`config.mk`:
```
export PLATFORM = sky130hd
export DESIGN_NAME = pipelined_rc_adder
export DESIGN_NICKNAME = d
export VERILOG_FILES = /design/src/rtl/pipelined_rc_adder.sv
export SDC_FILE = /design/constraint.sdc
export NUM_CORES = 1
export LEC_CHECK = 0
export ABC_AREA = 1
export BUFFER_PORTS_ARGS = -buffer_cell sky130_fd_sc_hd__buf_4
export CORE_ASPECT_RATIO = 1.25
export CORE_UTILIZATION = 35
export DETAILED_ROUTE_END_ITERATION = 6
export GPL_ROUTABILITY_DRIVEN = 0
export GPL_TIMING_DRIVEN = 0
export PLACE_DENSITY = 0.61
export REMOVE_ABC_BUFFERS = 1
export SYNTH_ARGS = -nofsm -noshare
export SYNTH_HDL_FRONTEND = slang
export SYNTH_SLANG_ARGS = --single-unit
```
`constraint.sdc`:
```
create_clock -name clk -period 2.6 [get_ports clk]
set_input_delay 0.52 -clock clk [delete_from_list [all_inputs] [get_ports clk]]
set_output_delay 0.52 -clock clk [all_outputs]
set_load 0.1 [all_outputs]
```
`src/rtl/pipelined_rc_adder.sv`:
```
// Pipelined ripple-carry add/subtract: WIDTH bits split into STAGES slices, one
// register stage per slice, valid/ready handshake with a global stall.
module pipelined_rc_adder #(
  parameter int WIDTH  = 16,
  parameter int STAGES = 4
) (
  input  logic             clk,
  input  logic             rst_n,
  input  logic             in_valid,
  output logic             in_ready,
  input  logic [WIDTH-1:0] a,
  input  logic [WIDTH-1:0] b,
  input  logic             carry_in,
  input  logic             sub,
  output logic             out_valid,
  input  logic             out_ready,
  output logic [WIDTH-1:0] sum,
  output logic             carry_out,
  output logic             overflow
);

  localparam int SLICE = WIDTH / STAGES;

  generate
    if (WIDTH < 2 || (WIDTH % STAGES) != 0) begin : g_bad_params
      $error("pipelined_rc_adder: WIDTH must be >= 2 and a multiple of STAGES");
    end
  endgenerate

  // Returns {carry into slice MSB, carry out of slice MSB, slice sum}.
  function automatic logic [SLICE+1:0] ripple_slice(input logic [SLICE-1:0] x,
                                                    input logic [SLICE-1:0] y,
                                                    input logic             cin);
    logic             c;
    logic             c_msb;
    logic [SLICE-1:0] s;
    c     = cin;
    c_msb = cin;
    s     = '0;
    for (int i = 0; i < SLICE; i++) begin
      c_msb = c;
      s[i]  = x[i] ^ y[i] ^ c;
      c     = (x[i] & y[i]) | (x[i] & c) | (y[i] & c);
    end
    return {c_msb, c, s};
  endfunction

  logic [STAGES-1:0]                vld_q;
  logic [STAGES-1:0][WIDTH-1:0]     a_q, b_q, res_q;
  logic [STAGES-1:0]                cy_q;
  logic [WIDTH-1:0]                 sum_q;
  logic                             co_q, ovf_q;

  logic [STAGES-1:0]                s_v, s_c;
  logic [STAGES-1:0][WIDTH-1:0]     s_a, s_b, s_r;
  logic [STAGES-1:0][SLICE+1:0]     fa;
  logic [STAGES-1:0][WIDTH-1:0]     res_d;
  logic                             ovf_d;
  logic                             stall, en;

  assign stall    = vld_q[STAGES-1] & ~out_ready;
  assign en       = ~stall;
  assign in_ready = ~stall;

  // Stage k consumes the operands carried by stage k-1; stage 0 takes the ports.
  always_comb begin
    s_v[0] = in_valid;
    s_a[0] = a;
    s_b[0] = sub ? ~b : b;
    s_r[0] = '0;
    s_c[0] = sub | carry_in;
    for (int k = 1; k < STAGES; k++) begin
      s_v[k] = vld_q[k-1];
      s_a[k] = a_q[k-1];
      s_b[k] = b_q[k-1];
      s_r[k] = res_q[k-1];
      s_c[k] = cy_q[k-1];
    end
  end

  always_comb begin
    fa    = '0;
    res_d = '0;
    for (int k = 0; k < STAGES; k++) begin
      fa[k]                       = ripple_slice(s_a[k][k*SLICE +: SLICE],
                                                 s_b[k][k*SLICE +: SLICE], s_c[k]);
      res_d[k]                    = s_r[k];
      res_d[k][k*SLICE +: SLICE]  = fa[k][SLICE-1:0];
    end
    ovf_d = fa[STAGES-1][SLICE+1] ^ fa[STAGES-1][SLICE];
  end

  // Stage registers: data loads only with a valid beat so idle X never enters.
  always_ff @(posedge clk) begin
    for (int k = 0; k < STAGES; k++) begin
      if (en && s_v[k]) begin
        a_q[k]   <= s_a[k];
        b_q[k]   <= s_b[k];
        res_q[k] <= res_d[k];
        cy_q[k]  <= fa[k][SLICE];
      end
    end
  end

  always_ff @(posedge clk or negedge rst_n) begin
    if (!rst_n) begin
      vld_q <= '0;
      sum_q <= '0;
      co_q  <= 1'b0;
      ovf_q <= 1'b0;
    end else if (en) begin
      vld_q <= s_v;
      if (s_v[STAGES-1]) begin
        sum_q <= res_d[STAGES-1];
        co_q  <= fa[STAGES-1][SLICE];
        ovf_q <= ovf_d;
      end
    end
  end

  assign out_valid = vld_q[STAGES-1];
  assign sum       = sum_q;
  assign carry_out = co_q;
  assign overflow  = ovf_q;

  // Consumed operand bits and the last stage's intermediate copies are dead.
  logic unused_ok;
  assign unused_ok = ^{s_a, s_b, s_r, a_q, b_q, res_q, cy_q, fa};

endmodule

```
==> flow_metrics.env, run 1 <==
export IMPL_routed_wl_um=4710
export IMPL_grt_pass1_wl_um=8220
export IMPL_grt_pass1_vias=1855
export IMPL_ys_warn_count=0
export IMPL_hpwl_um=3490
export IMPL_dp_slack_ns=-0.183
export IMPL_wl_met3_um=264
export IMPL_crit_type="input pin to flip-flop"
export IMPL_synthCells=245
export IMPL_wl_met2_um=2470
export IMPL_die_h_um=119
export IMPL_coreArea_sq_um=10600
export IMPL_cp_arrival_ns=2.48
export IMPL_drive_gt1_share_pct=23.9
export IMPL_slew_headroom_pct=29.7
export IMPL_clk_latency_ns=0.33
export IMPL_period_share_pct=92.7
export IMPL_grt_max_degree=30
export IMPL_mostFrequentLayoutCell="edfxtp_1"
export IMPL_max_freq_mhz=415
export IMPL_detail_route_antenna_nets=0
export IMPL_fillerInstances=973
export IMPL_p_per_area_nw_per_um2=1240
export IMPL_cts_setup_buffers=0
export IMPL_clock_skew_ns=0.00454
export IMPL_fin_total_pwr_w=0.00567
export IMPL_diodes=0
export IMPL_synth_distinct_cells=18
export IMPL_route_detailed_drc=0
export IMPL_ctsHoldBuffers=0
export IMPL_io_buffers=57
export IMPL_ys_seq_area_share_pct=73.6
export IMPL_path_max_fanout=17
export IMPL_grt_usage_pct=9.79
export IMPL_synth_avg_cell_area_sq_um=15.5
export IMPL_vias=1797
export IMPL_cts_resized=0
export IMPL_cts_sinks=97
export IMPL_fp_row_count=42
export IMPL_h_tree_depth=3
export IMPL_leakage_nw=1.98
export IMPL_cpMostUsedCell="fa_1"
export IMPL_cts_reportedPaths_clkPinSlew_ns=0.06
export IMPL_nNetsFinal=360
export IMPL_final_max_slew_violation_count=0
export IMPL_irDropWorstVdd_uv=464
export IMPL_required_ns=2.67
export IMPL_start_util_pct=36.0
export IMPL_max_cap_viol_count=0
export IMPL_critPathSlowestCell="fa_1"
export IMPL_netlist_area_sq_um=3810
export IMPL_cts_tree="built"
export IMPL_status="complete, no violations"
export IMPL_drt_iter0_markers=36
export IMPL_worst_path_largest_cell_delay_ns=0.40
export IMPL_cts_buffers=9
export IMPL_final_cell_mix="edfxtp_1, buf_4, nand2_1, inv_1, dfrtp_1"
export IMPL_drt_met1_wl_um=1860
export IMPL_die_area_sq_um=11300
export IMPL_setup_viol=0
export IMPL_area_growth_pct=20.3
export IMPL_grt_antenna_before_repair=0
export IMPL_min_period_ns=2.41
export IMPL_cp_end_kind="flip-flop"
export IMPL_path_cells="buf_4 -> xor2_1 -> fa_1 -> inv_1 -> fa_1 -> fa_1 -> inv_1 -> fa_1"
export IMPL_highest_layer="met4"
export IMPL_cts_root_buf="clkbuf_16"
export IMPL_vias_per_cell=4.07
export IMPL_worst_pin_slew_ns=1.05
export IMPL_drt_pass1_iter_count=4
export IMPL_ios=58
export IMPL_wl_per_cell_um=10.7
export IMPL_min_path_type="input pin to asynchronous set/reset pin"
export IMPL_multi_input_area_sq_um=786
export IMPL_die_w_um=95.3
export IMPL_synth_seq_cells=97
export IMPL_worst_slack_ns=0.190
export IMPL_register_area_sq_um=2800
export IMPL_grt_overflow=0
export IMPL_cts_buffer_depth=2
export IMPL_rsz0062_at_grt="no"
export IMPL_start_kind="input pin"
export IMPL_hold_viol_final=0
registers in the layout, summed over array words and instances, names as in the netlist:
| name | count |
|---|---|
| a_q | 24 |
| b_q | 24 |
| carry_out | 1 |
| cy_q | 3 |
| overflow | 1 |
| res_d | 24 |
| sum | 16 |
| vld_q | 4 |
through the flow:
| step | instances | TNS, ns | hold slack [ns] | utilization, % | area (sq um) |
|---|---|---|---|---|---|
| after floorplan | 238 | 0 | 0.224 | - | 3730 |
| after global placement | 427 | -0.138 | 0.403 | 41.0 | 4330 |
| after detailed placement | 427 | -0.183 | 0.405 | 41.0 | 4330 |
| after CTS | 442 | 0 | 0.0585 | 43.4 | 4580 |
| after global routing | 442 | 0 | 0.0734 | 43.4 | 4580 |
| final | 442 | 0 | 0.0638 | 43.4 | 4580 |
cells in the mapped netlist (all sizes together):
| cell type | instances | area (sq um) |
|---|---|---|
| nand3b | 2 | 15.0 |
| nand3 | 17 | 85.1 |
| xnor2 | 2 | 17.5 |
| xor2 | 14 | 123 |
| dfrtp | 22 | 551 |
| buf | 7 | 72.6 |
| nand2 | 48 | 209 |
| fa | 16 | 320 |
| or2 | 1 | 6.26 |
| edfxtp | 75 | 2250 |
| inv | 39 | 146 |
| a21oi | 1 | 5.00 |
| o21ai | 1 | 5.00 |
worst paths after layout:
check                                  endpoint  depth (start not counted)                start  slack (ns)
setup / recovery            res_d[19]$_DFFE_PP_                          8                  sub        0.19
hold / removal             vld_q[1]$_DFFE_PN0N_                          1                rst_n        0.06
setup reg to reg            sum[15]$_DFFE_PN0P_                          9    a_q[44]$_DFFE_PP_        0.37
hold reg to reg             res_d[32]$_DFFE_PP_                          0  res_d[16]$_DFFE_PP_        0.42
max in group asynchronous    sum[6]$_DFFE_PN0P_                          1                rst_n        2.31
min in group clk               a_q[6]$_DFFE_PP_                          1                 a[6]        0.37
final cells by class:
cell class / instances / share of cell area, %
Sequential cell: 97 / 61.2
Multi-Input combinational cell: 102 / 17.1
Timing Repair Buffer: 57 / 9.34
Clock buffer: 11 / 5.08
Tap cell: 132 / 3.60
Inverter: 39 / 3.19
Clock inverter: 4 / 0.464
critical path, delay by kind of cell:
kind                       cells  cell delay (ns)
adders and majority gates      4             1.35
buffers and inverters          3             0.37
xor gates and xnor gates       1             0.24
logic make-up (layout without fill, tap and decap cells):
logic type	after synthesis	in the layout	share of synthesized area (%)
AND/OR/NAND/NOR	68	68	8.28
AO/OA/AOI/OAI	2	2	0.263
adder cells (fa/ha/maj)	16	16	8.41
flip-flops	97	97	73.6
buffers and inverters	46	111	5.75
XOR/XNOR	16	16	3.68
where the power goes:
part	internal, W	total [W]	switching [W]
sequential	0.00225	0.00247	0.000215
clock	0.000636	0.00113	0.000493
combinational	0.000462	0.00207	0.00161
layer usage:
layer / global-route usage [%] / up-vias
li1: - / 915
met1: 10.8 / 836
met2: 15.9 / 40
met3: 2.25 / 6
met4: 7.39 / 0
met5: 0 / -
No activity file was read; power rests on OpenSTA's default activity.
==> inputs of run 2 (changes only) <==
- PLACE_DENSITY: 0.61 -> 0.64
- SETUP_SLACK_MARGIN: default -> 0.5
==> flow_metrics.env, run 2 (synthesis gave the netlist of run 1 again) <==
export IMPL_status="complete, no violations"
export IMPL_cts_sinks=97
export IMPL_die_area_sq_um=11300
export IMPL_cts_buffer_depth=2
export IMPL_io_buffers=57
export IMPL_final_cell_mix="edfxtp_1, buf_4, nand2_1, inv_1, dfrtp_1"
export IMPL_cts_tree="built"
export IMPL_nNetsFinal=365
export IMPL_fin_area_sq_um=4720
export IMPL_area_growth_pct=24.1
export IMPL_p_per_area_nw_per_um2=1260
export IMPL_cp_arrival_ns=2.42
export IMPL_max_freq_mhz=466
export IMPL_worstReg2RegStart="a_q[44]$_DFFE_PP_"
export IMPL_place_area_sq_um=4330
export IMPL_clock_skew_ns=0.00385
export IMPL_crit_start="a_q[44]$_DFFE_PP_"
export IMPL_hpwl_um=3680
export IMPL_period_share_pct=82.6
export IMPL_grt_max_degree=30
export IMPL_grt_antenna_before_repair=0
export IMPL_coreArea_sq_um=10600
export IMPL_diodes=0
export IMPL_clk_latency_ns=0.33
export IMPL_mostFrequentLayoutCell="edfxtp_1"
export IMPL_routed_wl_um=5090
export IMPL_crit_type="flip-flop to flip-flop"
export IMPL_setup_viol=0
export IMPL_drt_pass1_iter_count=4
export IMPL_rsz0062_at_grt="yes"
export IMPL_fin_total_pwr_w=0.00595
export IMPL_drt_iter0_markers=53
export IMPL_irDropWorstVdd_uv=462
export IMPL_grt_usage_pct=10.3
export IMPL_grt_pass1_vias=1804
export IMPL_cts_root_buf="clkbuf_16"
export IMPL_tns_ns=0
export IMPL_cts_buffers=9
export IMPL_max_cap_viol_count=0
export IMPL_vias_per_cell=4.10
export IMPL_required_ns=2.87
export IMPL_worst_pin_slew_ns=0.756
export IMPL_start_kind="flip-flop"
export IMPL_final_max_slew_violation_count=0
export IMPL_vias=1833
export IMPL_detail_route_antenna_nets=0
export IMPL_fp_row_count=42
export IMPL_start_util_pct=36.0
export IMPL_cts_reportedPaths_clkPinSlew_ns=0.06
export IMPL_min_path_type="input pin to asynchronous set/reset pin"
export IMPL_grt_pass1_wl_um=8610
export IMPL_die_h_um=119
export IMPL_grt_overflow=0
export IMPL_wl_per_cell_um=11.4
export IMPL_drive_gt1_share_pct=32.4
export IMPL_cp_end_kind="flip-flop"
export IMPL_ios=58
export IMPL_hold_viol_final=0
export IMPL_path_max_fanout=2
export IMPL_slew_headroom_pct=49.5
export IMPL_die_w_um=95.3
export IMPL_dp_slack_ns=-0.159
export IMPL_leakage_nw=2.01
export IMPL_route_detailed_drc=0
export IMPL_holdWs_ns=0.0636
export IMPL_min_period_ns=2.15
export IMPL_worst_slack_ns=0.452
export IMPL_h_tree_depth=3
[run 2: changes by cell type in the layout (fill, tap and decap cells not counted), sizes merged]
cell / previous run / this run
buf: 57 / 62
clkinv: 3 / 2
bufinv: 0 / 2
clkinvlp: 1 / 2
inv: 39 / 37
[run 2: path summary, 6_finish.rpt]
path	slack [ns]	to	depth (start not counted)
min	0.06	sum[15]$_DFFE_PN0P_	1
max in group asynchronous	2.32	sum[6]$_DFFE_PN0P_	1
max	0.45	sum[15]$_DFFE_PN0P_	9
min in group clk	0.36	a_q[5]$_DFFE_PP_	1
max reg2reg	0.45	sum[15]$_DFFE_PN0P_	9
min reg2reg	0.42	res_d[52]$_DFFE_PP_	0
[run 2: final cells by class]
type | count | area (sq um)
Fill cell | 956 | 5840
Sequential cell | 97 | 2800
Multi-Input combinational cell | 102 | 816
Timing Repair Buffer | 62 | 485
Clock buffer | 11 | 233
Tap cell | 132 | 165
Inverter | 39 | 154
Clock inverter | 4 | 68.8
[run 2: metal layers]
layer	vias up	track usage, %	wire length [um]
li1	927	-	-
met1	850	11.6	2030
met2	49	17.0	2660
met3	7	3.60	291
met4	0	5.40	107
met5	-	0	0
[run 2: what timing repair did]
| item | in CTS | in global routing |
|---|---|---|
| endpoints found under the setup margin | 5 | 60 |
| resized for setup | 14 | 14 |
| pin swaps | 2 | 4 |
| buffers inserted | 4 | 1 |
| hold buffers | 0 | 0 |
[run 2: where the power goes]
group	total [W]	switching [W]	internal (W)	leakage, nW
logic	0.00216	0.00164	0.000511	0.874
registers	0.00248	0.000227	0.00225	0.984
clock network	0.00132	0.000489	0.000832	0.147
[run 2: worst max-delay path, cell delays in order, from the launching register on]
cell and delay (ns):
edfxtp_1 0.37, inv_2 0.07, fa_1 0.16, inv_1 0.05, fa_2 0.34, fa_2 0.38
inv_2 0.07, fa_1 0.39, nand3b_1 0.16, nand2_1 0.09
[run 2: through the flow]
stage | utilization, % | cells
global placement | 41.0 | 427
floorplan | - | 238
CTS | 44.5 | 446
finish | 44.7 | 447
global route | 44.7 | 447
detailed placement | 41.0 | 427
==> inputs of run 3 (changes only) <==
- ABC_AREA: 1 -> 0
- clock period: 2.6 -> 2.1 ns (I/O delays scaled with it)
==> flow_metrics.env, run 3 <==
export IMPL_violations="setup timing"
export IMPL_cp_arrival_ns=2.33
export IMPL_vias_per_cell=3.99
export IMPL_clock_skew_ns=0.00387
export IMPL_setup_viol=1
export IMPL_drt_iter0_markers=104
export IMPL_min_path_type="input pin to flip-flop"
export IMPL_grt_overflow=0
export IMPL_final_cell_mix="edfxtp_1, buf_4, dfrtp_1, inv_2, fa_2"
export IMPL_leakage_nw=1.90
export IMPL_start_kind="flip-flop"
export IMPL_cts_buffers=9
export IMPL_synth_most_common_cell="edfxtp_1"
export IMPL_final_max_slew_violation_count=0
export IMPL_detail_route_antenna_nets=0
export IMPL_diodes=0
export IMPL_cts_sinks=97
export IMPL_worst_slack_ns=-0.0167
export IMPL_synthCells=198
export IMPL_drive_gt1_share_pct=49.1
export IMPL_slew_headroom_pct=63.2
export IMPL_async_flop_share_pct=22.7
export IMPL_synth_top_area_cell="edfxtp_1"
export IMPL_worst_pin_slew_ns=0.551
export IMPL_die_w_um=95.1
export IMPL_grt_pass1_wl_um=7960
export IMPL_hpwl_um=3330
export IMPL_vias=1608
export IMPL_synth_common_cells="edfxtp_1, inv_1, dfrtp_1"
export IMPL_clk_latency_ns=0.33
export IMPL_crit_type="flip-flop to flip-flop"
export IMPL_fin_total_pwr_w=0.00731
export IMPL_synth_seq_cells=97
export IMPL_die_h_um=118
export IMPL_path_max_fanout=2
export IMPL_holdWs_ns=0.263
export IMPL_yosys_area_top_type_share_pct=59.4
export IMPL_cts_root_buf="clkbuf_16"
export IMPL_max_cap_viol_count=0
export IMPL_synth_edf_count=75
export IMPL_cp_end_kind="flip-flop"
export IMPL_area_growth_pct=24.4
export IMPL_route_detailed_drc=0
export IMPL_start_util_pct=35.9
export IMPL_grt_usage_pct=9.51
export IMPL_grt_max_degree=30
export IMPL_period_share_pct=101
export IMPL_required_ns=2.31
export IMPL_ios=58
export IMPL_h_tree_depth=3
export IMPL_routed_wl_um=4550
export IMPL_grt_antenna_before_repair=0
export IMPL_ys_warn_count=0
export IMPL_wl_per_cell_um=11.3
export IMPL_ys_seq_area_share_pct=74.0
export IMPL_die_area_sq_um=11200
export IMPL_fillerInstances=936
export IMPL_coreArea_sq_um=10600
export IMPL_io_buffers=57
export IMPL_synth_distinct_cells=17
export IMPL_min_period_ns=2.12
export IMPL_drt_pass1_iter_count=3
export IMPL_irDropWorstVdd_uv=551
export IMPL_grt_pass1_vias=1734
export IMPL_max_freq_mhz=472
export IMPL_rsz0062_at_grt="yes"
export IMPL_mostFrequentLayoutCell="edfxtp_1"
export IMPL_p_per_area_nw_per_um2=1550
export IMPL_synthFlopType="edfxtp_1"
export IMPL_synthTopCellsByArea="edfxtp_1, dfrtp_1, fa_1"
export IMPL_cts_buffer_depth=2
export IMPL_nNetsFinal=321
export IMPL_synth_avg_cell_area_sq_um=19.1
export IMPL_netlist_area_sq_um=3790
export IMPL_status="finished, violations left"
export IMPL_cts_tree="built"
export IMPL_cts_reportedPaths_clkPinSlew_ns=0.06
export IMPL_fp_row_count=42
export IMPL_hold_viol_final=0
run 3: cell types whose count changed after synthesis, sizes merged, moves of 2 or more:
cell	before	now
nand2	48	1
mux2	0	18
nand3	17	0
and2	0	3
buf	7	4
inv	39	36
mux2i	0	3
nand3b	2	0
run 3: worst paths after layout:
kind	startpoint	endpoint	slack, ns	cells past startpoint
min in group asynchronous	rst_n	vld_q[0]$_DFFE_PN0N_	0.51	2
setup / recovery	a_q[44]$_DFFE_PP_	overflow$_DFFE_PN0P_	-0.02	9
max in group asynchronous	rst_n	overflow$_DFFE_PN0P_	1.37	2
setup reg to reg	a_q[44]$_DFFE_PP_	overflow$_DFFE_PN0P_	-0.02	9
hold / removal	a[10]	a_q[10]$_DFFE_PP_	0.26	1
hold reg to reg	a_q[8]$_DFFE_PP_	a_q[24]$_DFFE_PP_	0.42	0
run 3: kinds of logic (layout without fill, tap and decap cells):
logic type / count (synthesis) / after routing / share of synthesized area [%]
flip-flops: 97 / 97 / 74.0
adder cells (fa/ha/maj): 16 / 16 / 8.45
XOR/XNOR: 17 / 17 / 3.93
multiplexers: 21 / 21 / 6.84
buffers and inverters: 40 / 113 / 4.95
AND/OR/NAND/NOR: 7 / 7 / 1.85
run 3: stage by stage:
stage / instance area [sq um] / std cells / TNS (ns) / worst slack (ns) / util [%]
2_1_floorplan: 3740 / 194 / -4.90 / -0.167 / -
3_3_place_gp: 4330 / 383 / -1.15 / -0.544 / 41.0
3_5_place_dp: 4330 / 383 / -1.36 / -0.566 / 41.0
4_1_cts: 4700 / 403 / -0.0736 / -0.0371 / 44.5
5_1_grt: 4710 / 403 / -0.168 / -0.0766 / 44.6
6_report: 4710 / 403 / -0.0167 / -0.0167 / 44.6
run 3: cell type report:
type / count / area, sq um / share of cell area, %
flip-flops and latches: 97 / 2800 / 59.5
clock buffers: 14 / 244 / 5.18
well taps: 132 / 165 / 3.51
repair buffers: 62 / 510 / 10.8
clock inverters: 1 / 5.00 / 0.106
multi-input cells: 61 / 850 / 18.0
inverters: 36 / 135 / 2.87
run 3: worst max-delay path, cell delays in order, from the launching register on:
cell and delay, ns:
edfxtp_1 0.33, inv_2 0.04, fa_2 0.37, inv_2 0.06, fa_2 0.19, fa_2 0.20, inv_2 0.04, fa_2 0.37
xnor2_1 0.13, mux2_2 0.25
run 3: layer usage:
metal | vias up | wire length [um] | global-route usage, % | share of wire, %
met5 | - | 0 | 0 | 0
met4 | 0 | 119 | 6.53 | 2.6
met3 | 11 | 299 | 2.90 | 6.6
met2 | 41 | 2320 | 15.5 | 51
met1 | 757 | 1810 | 10.4 | 40
li1 | 799 | - | - | -
run 3: timing repair:
item	4_1_cts	5_1_grt
setup buffers	4	0
hold endpoints to repair	22	0
pin swaps	7	8
hold buffers	1	0
resized for setup	39	11
endpoints found under the setup margin	16	44
run 3: power by group:
part	internal, W	leakage [nW]	switching [W]
sequential	0.00277	0.970	0.000231
combinational	0.000856	0.814	0.00205
clock	0.000796	0.121	0.000603
